===== src/rtl/multdiv_pkg.sv =====
// Shared types and constants for the iterative multiply/divide execute unit.
// Build option MULTDIV_BOOTH4_EN selects radix-4 Booth multiply in the consumers.
package multdiv_pkg;

    typedef enum logic [1:0] {
        IDLE = 2'd0,
        RUN  = 2'd1,
        FIX  = 2'd2,
        DONE = 2'd3
    } state_t;

    localparam int unsigned DATA_W = 32;

    // Decode constants used by the D/X stage to raise ctrl_MULT/ctrl_DIV
    localparam logic [4:0] RTYPE_OPCODE = 5'b00000;
    localparam logic [4:0] MUL_OP       = 5'b00110;
    localparam logic [4:0] DIV_OP       = 5'b00111;

    localparam int unsigned MULT_ITERS_R2    = 32;
    localparam int unsigned MULT_ITERS_BOOTH = 16;
    localparam int unsigned DIV_ITERS_DEF    = 32;

    // Writeback target when the exception flag is set
    localparam logic [4:0] REG_STATUS = 5'd30;

endpackage


===== src/rtl/multdiv_step.sv =====
// One combinational iteration: shift-add (or Booth radix-4 digit when
// MULTDIV_BOOTH4_EN is defined) for multiply, restoring trial-subtract for divide.
module multdiv_step
    import multdiv_pkg::*;
#(
    parameter int unsigned WIDTH = DATA_W
) (
    input  logic                 is_div,
    input  logic [2*WIDTH-1:0]   acc,
    input  logic [2*WIDTH-1:0]   mcand,
    input  logic [WIDTH:0]       mpl,
    output logic [2*WIDTH-1:0]   acc_next,
    output logic [2*WIDTH-1:0]   mcand_next,
    output logic [WIDTH:0]       mpl_next
);

    localparam int unsigned AW = 2 * WIDTH;

    logic [AW:0]      shifted;
    logic [WIDTH:0]   trial;
    logic [AW-1:0]    pp;

    always_comb begin
        acc_next   = acc;
        mcand_next = mcand;
        mpl_next   = mpl;
        shifted    = '0;
        trial      = '0;
        pp         = '0;
        if (is_div) begin
            // acc = {remainder, dividend/quotient}; divisor sits in mcand low half
            shifted = {acc, 1'b0};
            trial   = shifted[AW:WIDTH] - {1'b0, mcand[WIDTH-1:0]};
            if (!trial[WIDTH]) begin
                acc_next = {trial[WIDTH-1:0], shifted[WIDTH-1:1], 1'b1};
            end else begin
                acc_next = shifted[AW-1:0];
            end
        end else begin
`ifdef MULTDIV_BOOTH4_EN
            // mpl[2:0] = {b(i+1), b(i), b(i-1)} of the signed multiplier
            case (mpl[2:0])
                3'b001, 3'b010: pp = mcand;
                3'b011:         pp = mcand << 1;
                3'b100:         pp = -(mcand << 1);
                3'b101, 3'b110: pp = -mcand;
                default:        pp = '0;
            endcase
            acc_next   = acc + pp;
            mcand_next = mcand << 2;
            mpl_next   = mpl >> 2;
`else
            pp         = mpl[0] ? mcand : '0;
            acc_next   = acc + pp;
            mcand_next = mcand << 1;
            mpl_next   = mpl >> 1;
`endif
        end
    end

endmodule


===== src/rtl/multdiv_exec_unit.sv =====
// Iterative signed 32-bit multiply/divide engine for the execute stage.
// Define MULTDIV_BOOTH4_EN for a 16-iteration radix-4 Booth multiply.
module multdiv_exec_unit
    import multdiv_pkg::*;
#(
    parameter int unsigned WIDTH      = DATA_W,
    parameter int unsigned MULT_ITERS = MULT_ITERS_R2,
    parameter int unsigned DIV_ITERS  = DIV_ITERS_DEF
) (
    input  logic             clock,
    input  logic             reset,
    input  logic             ctrl_MULT,
    input  logic             ctrl_DIV,
    input  logic             flush,
    input  logic [WIDTH-1:0] data_operandA,
    input  logic [WIDTH-1:0] data_operandB,
    output logic [WIDTH-1:0] data_result,
    output logic             data_exception,
    output logic             data_resultRDY,
    output logic             stall
);

    localparam int unsigned AW    = 2 * WIDTH;
    localparam int unsigned CNT_W = 6;

`ifdef MULTDIV_BOOTH4_EN
    localparam int unsigned MULT_STEPS    = MULT_ITERS / 2;
    localparam logic        MULT_SIGN_FIX = 1'b0;
`else
    localparam int unsigned MULT_STEPS    = MULT_ITERS;
    localparam logic        MULT_SIGN_FIX = 1'b1;
`endif

    state_t             state;
    logic [CNT_W-1:0]   counter;
    logic               is_div;
    logic               neg;
    logic               div_zero;
    logic               div_ovf;
    logic [AW-1:0]      acc;
    logic [AW-1:0]      mcand;
    logic [WIDTH:0]     mpl;

    logic [AW-1:0]      acc_next;
    logic [AW-1:0]      mcand_next;
    logic [WIDTH:0]     mpl_next;
    logic [WIDTH-1:0]   abs_a;
    logic [WIDTH-1:0]   abs_b;
    logic [AW-1:0]      mul_mcand_init;
    logic [WIDTH:0]     mul_mpl_init;
    logic               start;
    logic               start_div;
    logic               last_iter;
    logic [AW-1:0]      prod;
    logic [WIDTH:0]     prod_top;
    logic               mult_ovf;
    logic [WIDTH-1:0]   quo;

    assign abs_a = data_operandA[WIDTH-1] ? -data_operandA : data_operandA;
    assign abs_b = data_operandB[WIDTH-1] ? -data_operandB : data_operandB;

`ifdef MULTDIV_BOOTH4_EN
    // Booth works on the signed operands directly, so no sign fix is needed
    assign mul_mcand_init = {{WIDTH{data_operandA[WIDTH-1]}}, data_operandA};
    assign mul_mpl_init   = {data_operandB, 1'b0};
`else
    assign mul_mcand_init = {{WIDTH{1'b0}}, abs_a};
    assign mul_mpl_init   = {1'b0, abs_b};
`endif

    assign start     = (ctrl_MULT | ctrl_DIV) & ~flush & ((state == IDLE) | (state == DONE));
    assign start_div = ~ctrl_MULT;
    assign stall     = start | (state == RUN) | (state == FIX);
    assign last_iter = counter == CNT_W'((is_div ? DIV_ITERS : MULT_STEPS) - 1);

    // Sign fix and exception detection consumed in FIX
    assign prod     = neg ? -acc : acc;
    assign prod_top = prod[AW-1:WIDTH-1];
    assign mult_ovf = ~((&prod_top) | ~(|prod_top));
    assign quo      = neg ? -acc[WIDTH-1:0] : acc[WIDTH-1:0];

    multdiv_step #(.WIDTH(WIDTH)) u_step (
        .is_div     (is_div),
        .acc        (acc),
        .mcand      (mcand),
        .mpl        (mpl),
        .acc_next   (acc_next),
        .mcand_next (mcand_next),
        .mpl_next   (mpl_next)
    );

    always_ff @(posedge clock or posedge reset) begin
        if (reset) begin
            state          <= IDLE;
            counter        <= '0;
            is_div         <= 1'b0;
            neg            <= 1'b0;
            div_zero       <= 1'b0;
            div_ovf        <= 1'b0;
            acc            <= '0;
            mcand          <= '0;
            mpl            <= '0;
            data_result    <= '0;
            data_exception <= 1'b0;
            data_resultRDY <= 1'b0;
        end else begin
            data_resultRDY <= 1'b0;
            if (flush) begin
                state <= IDLE;
            end else begin
                case (state)
                    IDLE, DONE: begin
                        if (start) begin
                            counter  <= '0;
                            is_div   <= start_div;
                            neg      <= (data_operandA[WIDTH-1] ^ data_operandB[WIDTH-1])
                                        & (start_div | MULT_SIGN_FIX);
                            div_zero <= data_operandB == '0;
                            div_ovf  <= (data_operandA == {1'b1, {(WIDTH-1){1'b0}}})
                                        & (&data_operandB);
                            if (start_div) begin
                                acc   <= {{WIDTH{1'b0}}, abs_a};
                                mcand <= {{WIDTH{1'b0}}, abs_b};
                                mpl   <= '0;
                            end else begin
                                acc   <= '0;
                                mcand <= mul_mcand_init;
                                mpl   <= mul_mpl_init;
                            end
                            // Divide by zero skips the iterations entirely
                            state <= (start_div && data_operandB == '0) ? FIX : RUN;
                        end else begin
                            state <= IDLE;
                        end
                    end
                    RUN: begin
                        acc     <= acc_next;
                        mcand   <= mcand_next;
                        mpl     <= mpl_next;
                        counter <= counter + CNT_W'(1);
                        if (last_iter) begin
                            state <= FIX;
                        end
                    end
                    FIX: begin
                        state          <= DONE;
                        data_resultRDY <= 1'b1;
                        if (!is_div) begin
                            data_result    <= prod[WIDTH-1:0];
                            data_exception <= mult_ovf;
                        end else if (div_zero) begin
                            data_result    <= '0;
                            data_exception <= 1'b1;
                        end else if (div_ovf) begin
                            data_result    <= {1'b1, {(WIDTH-1){1'b0}}};
                            data_exception <= 1'b1;
                        end else begin
                            data_result    <= quo;
                            data_exception <= 1'b0;
                        end
                    end
                    default: state <= IDLE;
                endcase
            end
        end
    end

endmodule


===== config.mk =====
export PLATFORM = sky130hd
export DESIGN_NAME = multdiv_exec_unit
export DESIGN_NICKNAME = d
export VERILOG_FILES = /design/src/rtl/multdiv_pkg.sv /design/src/rtl/multdiv_step.sv /design/src/rtl/multdiv_exec_unit.sv
export SDC_FILE = /design/constraint.sdc
export NUM_CORES = 1
export LEC_CHECK = 0
export CELL_PAD_IN_SITES_DETAIL_PLACEMENT = 0
export CELL_PAD_IN_SITES_GLOBAL_PLACEMENT = 1
export CORE_MARGIN = 2
export CORE_UTILIZATION = 50
export DETAILED_ROUTE_END_ITERATION = 8
export PLACE_DENSITY = 0.88
export SYNTH_ARGS = -nofsm -noshare
export SYNTH_HDL_FRONTEND = slang
export SYNTH_SLANG_ARGS = --single-unit

===== constraint.sdc =====
create_clock -name clock -period 16.9 [get_ports clock]
set_clock_uncertainty 0.15 [all_clocks]
set_input_delay 2.535 -clock clock [delete_from_list [all_inputs] [get_ports clock]]
set_output_delay 2.535 -clock clock [all_outputs]
set_load 0.005 [all_outputs]

# Word level (Yosys, flattened, before mapping)

Cells that the tools add are included.

Bits in registers: 207
Bits in latches: 0
Bits in writable memories: 0
Memory bits (read-only): 0
Input bits: 69
Output and inout bits: 35
Word-level logic and storage cells: 85
Memories kept: 0

Add/subtract/negate cells: 7
Multipliers: 0
Div/mod/pow operators: 0
$lt $le $gt $ge: 0
Equality and inequality tests: 8
Shift operators: 0
Muxes and demuxes: 33
Bitwise operators: 13
Reduce and logical (&&, ||, !) cells: 12

Operators with widths:

| kind                                                                   | number |
|---|---|
| 64-bit two-way mux                                                     | 7 |
| 32-bit two-way mux                                                     | 9 |
| 64-bit case mux with 2 select lines                                    | 2 |
| 32-bit negation                                                        | 3 |
| 33-bit two-way mux                                                     | 2 |
| 33-bit case mux with 2 select lines                                    | 1 |
| 64-bit adder                                                           | 1 |
| 64-bit negation                                                        | 1 |
| 33-bit AND reduction                                                   | 1 |
| 33-bit OR reduction                                                    | 1 |
| 33-bit by 32-bit subtractor with 33-bit output                         | 1 |
| 32-bit equality test (second input constant)                           | 1 |
| 32-bit logical NOT                                                     | 1 |
| 32-bit AND reduction                                                   | 1 |
| 6-bit case mux with 2 select lines                                     | 1 |
| 2-bit two-way mux                                                      | 4 |
| 6-bit by 1-bit adder with 6-bit output (second input constant)         | 1 |
| 6-bit by 5-bit equality test with 1-bit output (second input constant) | 1 |
| 6-bit two-way mux                                                      | 1 |
| 2-bit case mux with 3 select lines                                     | 1 |
| 3-bit AND reduction                                                    | 2 |
| 1-bit two-way mux                                                      | 5 |
| 1-bit OR                                                               | 5 |
| 2-bit equality test (second input constant)                            | 2 |
| 12 further kinds                                                       | 18 |

# Logic depth before layout (Yosys ltp)

Gate-level depths: netlist (run 1).

Word-level depth: 7
Mapped depth: 16

# By module

A second synthesis (run 1) with hierarchy kept.

Cells, all modules: 2684
Area total of the unflattened synthesis: 20189.4 µm²

Modules (own cells, without submodules):

| module            | instances | cells each | area an instance (µm²) | sequential area each (µm²) |
|---|---|---|---|---|
| multdiv_exec_unit | 1         | 1506       | 12370.6                | 5180.0 |
| multdiv_step      | 1         | 1178       | 7818.7                 | 0.0 |

# Worst setup path before layout (run 1)

Ideal clock, no wire load.

Path kind: input to output
Start point: input ctrl_MULT
End point: output stall
Arrival: 3.028 ns
Path slack: 11.187 ns
Cell stages on the path: 2
Buffers on the path: 0
Cell sequence: o21ai_1 > nand2_1

Longest elaborated chain between the ends: 5

RTL lines:

| item                    | line                    | text |
|---|---|---|
| start: declaration      | multdiv_exec_unit.sv:12 | `input logic ctrl_MULT,` |
| 1-bit OR                | multdiv_exec_unit.sv:71 | `assign start = (ctrl_MULT \| ctrl_DIV) & ~flush & ((state == IDLE) \| (state == DONE));` |
| 1-bit AND (2 in series) | multdiv_exec_unit.sv:71 |  |
| 1-bit OR (2 in series)  | multdiv_exec_unit.sv:73 | `assign stall = start \| (state == RUN) \| (state == FIX);` |
| end: declaration        | multdiv_exec_unit.sv:20 | `output logic stall` |

No other way between the ends.

# Worst setup path in the final report (run 1)

Start point: input ctrl_DIV
End point: output stall

Longest elaborated chain between the ends: 5

RTL lines:

| item                    | line                    | text |
|---|---|---|
| start: declaration      | multdiv_exec_unit.sv:13 | `input logic ctrl_DIV,` |
| 1-bit OR                | multdiv_exec_unit.sv:71 |  |
| 1-bit AND (2 in series) | multdiv_exec_unit.sv:71 |  |
| 1-bit OR (2 in series)  | multdiv_exec_unit.sv:73 |  |

No other way between the ends.

==> run metrics, run 1 <==
GRT Max-Usage Layer met2; met2 Usage GRT 0.482; CTS clk-pin slew, worst paths ~0.060 ns; Initial Utilization 0.503; DRC 0; period utilization 0.404; n_diodes 0; PD cells approximately 190 nW/µm²; r2r setup slk 11.49 ns; Seq/Total Area, Yosys 0.282; Top Ports 104; CP Data Required Time 14.22 ns; RSZ-0062 raised after global routing false; IO Port Bufs 103; Synth cell types 78; CTS Buffer Depth 3; Max Freq 146 MHz; number of cells after detailed placement ~2800; met1 GRT Util 0.466; share of async-settable or async-resettable flops after synthesis 1.00; Die X-Extent ~200 µm; Ys Warns 0; commonest non-fill, non-tap cells in the layout nor2_1, nand2_1, dfrtp_1; Post-DRT Antenna Nets 0; crit path DAT 4.15 ns; status completed; number of flops mapped to enable cells by yosys 0; Worst VDD drop 125 µV; dominant cell type by area after synthesis dfrtp_1; hold_sp data_result[2]; endpoints failing setup 0; Reg2Reg Depth 14; final hold violations 0; sink count of the clock tree 206; CTS root buf clkbuf_16; Row Count 70; HPWL after detailed placement between 40 and 50 mm; post-DR vias/cell 6.38; Max-Cap Viols 0; Num CTS Buffers 28; crit end category output port; Cell Area, Placed 19600 µm²; worst-path maximum fanout 10; layout cells sized above 1 0.0477; GRT met3 Usage 0.0530; router iterations before antenna repair 6; Leakage 8.76 nW; gr usage total 0.317; total length of routed wires between 60 and 70 mm; Final TNS setup 0 ns; R2R Path Start mpl[0]; Mean Syn Cell Area 7.89 µm²; Syn-to-layout area delta 12.0%; Post-Syn Instances around 2300; detailed-route wire length per cell about 22 µm; routability cong. 0.930; leading cell type in the layout, fill and taps excluded nor2_1; Hold WC Path Type reg -> reg; Max H-tree Level 1; worst hold path endpoint data_result[2]; CP Launch Type primary input; reg2reg end acc[62]; fin crit period 6.83 ns; largest net degree at the start of global routing 130; vias in the first global route around 17000; Worst Tran Pin Value 1.18 ns; final instance area just over 20000 µm²; Yosys reg bits between 200 and 250; Hold-fix buffers, CTS 0; CTS tree built; Hold Slack around 0.33 ns; die area 38100 µm²; Core Footprint 36300 µm²; first-pass GRT wire length 95.4 mm; top-area cell type share of the netlist area 0.282; worst setup path class in -> out; initial antenna violation count 0; Post-Syn Nets around 2500; max-slew violations 0; Hold Crit Depth 2; Die Y between 150 and 200 µm; post-CTS sizing 0; non-filler cells in the finished layout 2816; ranking of synthesized cells by area dfrtp_1, ha_1, a21oi_1, o21ai_0, xnor2_1; Most used DFF post-synth dfrtp_1; max_slew headroom 0.210; clock latency on the worst-skew pair 0.58 ns; Final nets between 2000 and 3000; GRT Residual Overflow 0; total power 0.00385 W; vias between 15000 and 20000; Synth Cell Area 18300 µm²; post-CTS setup buffer count 0; DRC marker count from the first detailed-route iteration roughly 1400
-- worst max path at each step --
stage | startpoint | end | slack (ns) | cells past startpoint
CTS | ctrl_MULT | stall | 10.07 | 5
global route | ctrl_MULT | stall | 9.92 | 5
detailed placement | ctrl_MULT | stall | 10.08 | 5
finish | ctrl_DIV | stall | 10.07 | 4
floorplan | reset | acc[0] | 8.59 | 1
global placement | ctrl_MULT | stall | 10.07 | 5
-- where the power goes --
group | leakage [nW] | internal [W] | switching, W
clock network | 0.450 | 0.000348 | 0.000241
registers | 2.59 | 0.000671 | 0.000250
logic | 5.72 | 0.000891 | 0.00145
-- cell families after synthesis --
logic type	synth area share
mux	0.0209
fa+ha+maj	0.0720
simple gates	0.208
xor+xnor	0.0958
flops	0.282
compound gates	0.276
buf+inv	0.0459
-- metrics by stage --
stage / setup slack, ns / utilization
after floorplan: 8.59 / -
after global placement: 10.07 / 0.539
after detailed placement: 10.08 / 0.539
after CTS: 10.07 / 0.564
after global routing: 9.92 / 0.564
final: 10.07 / 0.564
-- synth_stat cells, types with 44 or more instances --
master	number
a211oi_1	62
a21oi_1	184
and2_1	72
clkbuf_1	130
dfrtp_1	206
ha_1	102
inv_1	77
nand2_1	222
nor2_1	228
o21ai_0	180
o31ai_1	44
xnor2_1	100
xor2_1	100
-- flip-flops by register name, indices dropped and copies added (netlist names), 2 cells and up --
| name | cells |
|---|---|
| counter | 6 |
| mpl | 32 |
| state | 2 |
| data_result | 32 |
| acc | 64 |
| mcand | 64 |
-- metal layers --
metal,part of all wire,up-vias
li1,-,8531
met1,0.46,8627
met2,0.43,711
met3,0.082,103
met4,0.026,0
met5,0,-
-- worst max-delay path, stage by stage --
cell and delay [ns]:
clkdlybuf4s50_1 0.45, o21ai_1 0.59, nand2_1 0.10, clkdlybuf4s50_1 0.47
-- area by class of cell --
type	count	area [µm²]
repair buffers	126	1200
well taps	468	586
multi-input cells	1889	12300
fillers	3437	15900
clock buffers	40	816
inverters	78	300
clock inverters	9	85.1
flip-flops and latches	206	5160
No activity file was read; power rests on OpenSTA's default activity.
==> inputs of run 2 (changes only) <==
--- a/config.mk
+++ b/config.mk
@@ -8,9 +8,9 @@
 export CELL_PAD_IN_SITES_DETAIL_PLACEMENT = 0
 export CELL_PAD_IN_SITES_GLOBAL_PLACEMENT = 1
 export CORE_MARGIN = 2
-export CORE_UTILIZATION = 50
+export CORE_UTILIZATION = 46
 export DETAILED_ROUTE_END_ITERATION = 8
-export PLACE_DENSITY = 0.88
+export PLACE_DENSITY = 0.81
 export SYNTH_ARGS = -nofsm -noshare
 export SYNTH_HDL_FRONTEND = slang
 export SYNTH_SLANG_ARGS = --single-unit
==> constraint.sdc (replaced) <==
create_clock -name clock -period 6.9 [get_ports clock]
set_clock_uncertainty 0.15 [all_clocks]
set_input_delay 1.035 -clock clock [delete_from_list [all_inputs] [get_ports clock]]
set_output_delay 1.035 -clock clock [all_outputs]
set_load 0.005 [all_outputs]
==> run metrics, run 2 (synthesis results as in run 1) <==
status completed; CTS tree built; routability cong. 0.956 (+2.7%); PD cells 464 nW/µm² (+150%); Hold Slack 0.325 ns (-0.000479 ns); vias in the first global route 16900 (+0.68%); max_slew headroom 0.263 (+0.0531); Cell Area, Placed 19700 µm² (+0.51%); DRC 0 (unchanged); Final nets 2502 (unchanged); Hold-fix buffers, CTS 0 (unchanged); CTS Buffer Depth 3 (unchanged); Worst VDD drop 415 µV (+230%); GRT Residual Overflow 0 (unchanged); total length of routed wires 63.5 mm (+2.9%); Num CTS Buffers 26 (-7.1%); Initial Utilization 0.463 (-0.0397); post-CTS sizing 0 (unchanged); router iterations before antenna repair 5 (-1); leading cell type in the layout, fill and taps excluded nor2_1; Max H-tree Level 1 (unchanged); period utilization 0.695; DRC marker count from the first detailed-route iteration 1578 (+12%); CTS root buf clkbuf_16; Max stage delay cell, worst path o311ai_1; area occupied by multi-input gates 12300 µm² (unchanged); Row Count 73 (+4.3%); crit path DAT 5.09 ns (+0.94 ns); Leakage 8.79 nW (+0.34%); RSZ-0062 raised after global routing false; CP Launch Type flip-flop; final hold violations 0 (unchanged); Core Footprint 39500 µm² (+8.6%); worst setup path class reg -> reg; register area 5160 µm² (unchanged); CP max stage delay 0.77 ns (+0.18 ns); post-DR vias/cell 6.23 (-2.4%); CTS clk-pin slew, worst paths 0.06 ns (about the same); fin crit period 4.79 ns; endpoints failing setup 0 (unchanged); largest net degree at the start of global routing 119 (-8.5%); Post-DRT Antenna Nets 0 (unchanged); CP Data Required Time 7.19 ns (-7.03 ns); post-CTS setup buffer count 0 (unchanged); CP Cell Sequence and2_1 > ha_1 > fa_1 > a211oi_1 > o31ai_1 > o2111a_1 > o2111ai_1 > a32oi_1 > a31oi_1 > o311ai_1 > a41oi_1 > xnor2_1 > a221o_1; Final TNS setup 0 ns (unchanged); first-pass GRT wire length 97.8 mm (+2.5%); commonest non-fill, non-tap cells in the layout nor2_1, nand2_1, dfrtp_1; layout cells sized above 1 0.0485 (+0.000831); final instance area 20600 µm² (+0.72%); Die Y 203 µm (+4.2%); Max-Cap Viols 0 (unchanged); crit end category flip-flop; die area 41400 µm² (+8.5%); clock latency on the worst-skew pair 0.56 ns (-0.02 ns); Top Ports 104 (unchanged); detailed-route wire length per cell 22.1 µm (+0.85%); vias 17900 (-0.36%); Syn-to-layout area delta 12.8%; gr usage total 0.303 (-0.0145); Util after Layout 0.523 (-0.0407); biggest registers after layout acc x64, mcand x64; sink count of the clock tree 206 (unchanged); # fillers 3862 (+12%); Worst Tran Pin Value 1.10 ns (-0.0794 ns); worst-path maximum fanout 9 (-1); n_diodes 0 (unchanged); HPWL after detailed placement 48.1 mm (+4.6%); Hold WC Path Type reg -> reg; IO Port Bufs 103 (unchanged); Max Freq 209 MHz; initial antenna violation count 3 (+3); max-slew violations 0 (unchanged); Die X-Extent 203 µm (+4.2%)
## run 2: cell count changes in the layout (fill, tap and decap cells not counted), sizes merged
| cell | change |
|---|---|
| buf | +2 |
| clkinv | -3 |
| clkbuf | -4 |
| bufinv | +4 |
| clkinvlp | +2 |
## run 2: metal layers
metal / global-route usage / part of all wire / vias up
met5: 0 / 0 / -
met4: 0.0952 / 0.031 / 0
met3: 0.0497 / 0.074 / 108
met2: 0.460 / 0.43 / 677
met1: 0.439 / 0.46 / 8597
li1: - / - / 8525
## run 2: through the flow
step | setup slack (ns) | cells | power [W]
CTS | 2.18 | 2874 | 0.00949
detailed placement | 2.13 | 2826 | 0.00793
global route | 1.86 | 2874 | 0.0103
global placement | 2.13 | 2826 | 0.00788
finish | 2.11 | 2874 | 0.00957
floorplan | 0.0909 | 2317 | 0.00614
## run 2: worst paths after layout
kind | startpoint | endpoint | slack, ns | cells after the start
max in group asynchronous | reset | mcand[4] | 4.36 | 3
min reg2reg | data_result[12] | data_result[12] | 0.33 | 2
min in group asynchronous | reset | mcand[40] | 0.89 | 2
max | mpl[0] | acc[62] | 2.11 | 13
min | data_result[12] | data_result[12] | 0.33 | 2
max reg2reg | mpl[0] | acc[62] | 2.11 | 13
## run 2: critical path, delay by kind of cell (launching register included)
kind / cells / cell delay, ns
AO/OA/AOI/OAI: 9 / 3.27
XOR/XNOR: 1 / 0.18
adder cells (fa/ha/maj): 2 / 0.44
flip-flops: 1 / 0.48
AND/OR/NAND/NOR: 1 / 0.17
## run 2: power breakdown
group,switching [W],internal (W)
clock network,0.000580,0.000952
registers,0.000681,0.00164
logic,0.00353,0.00219
## run 2: layout make-up
type | instances | share of cell area
tap | 525 | 0.0318
clock inverter | 12 | 0.00922
clock buffer | 36 | 0.0368
sequential | 206 | 0.250
inverter | 78 | 0.0146
multi-input combinational | 1889 | 0.598
timing repair buffer | 128 | 0.0594
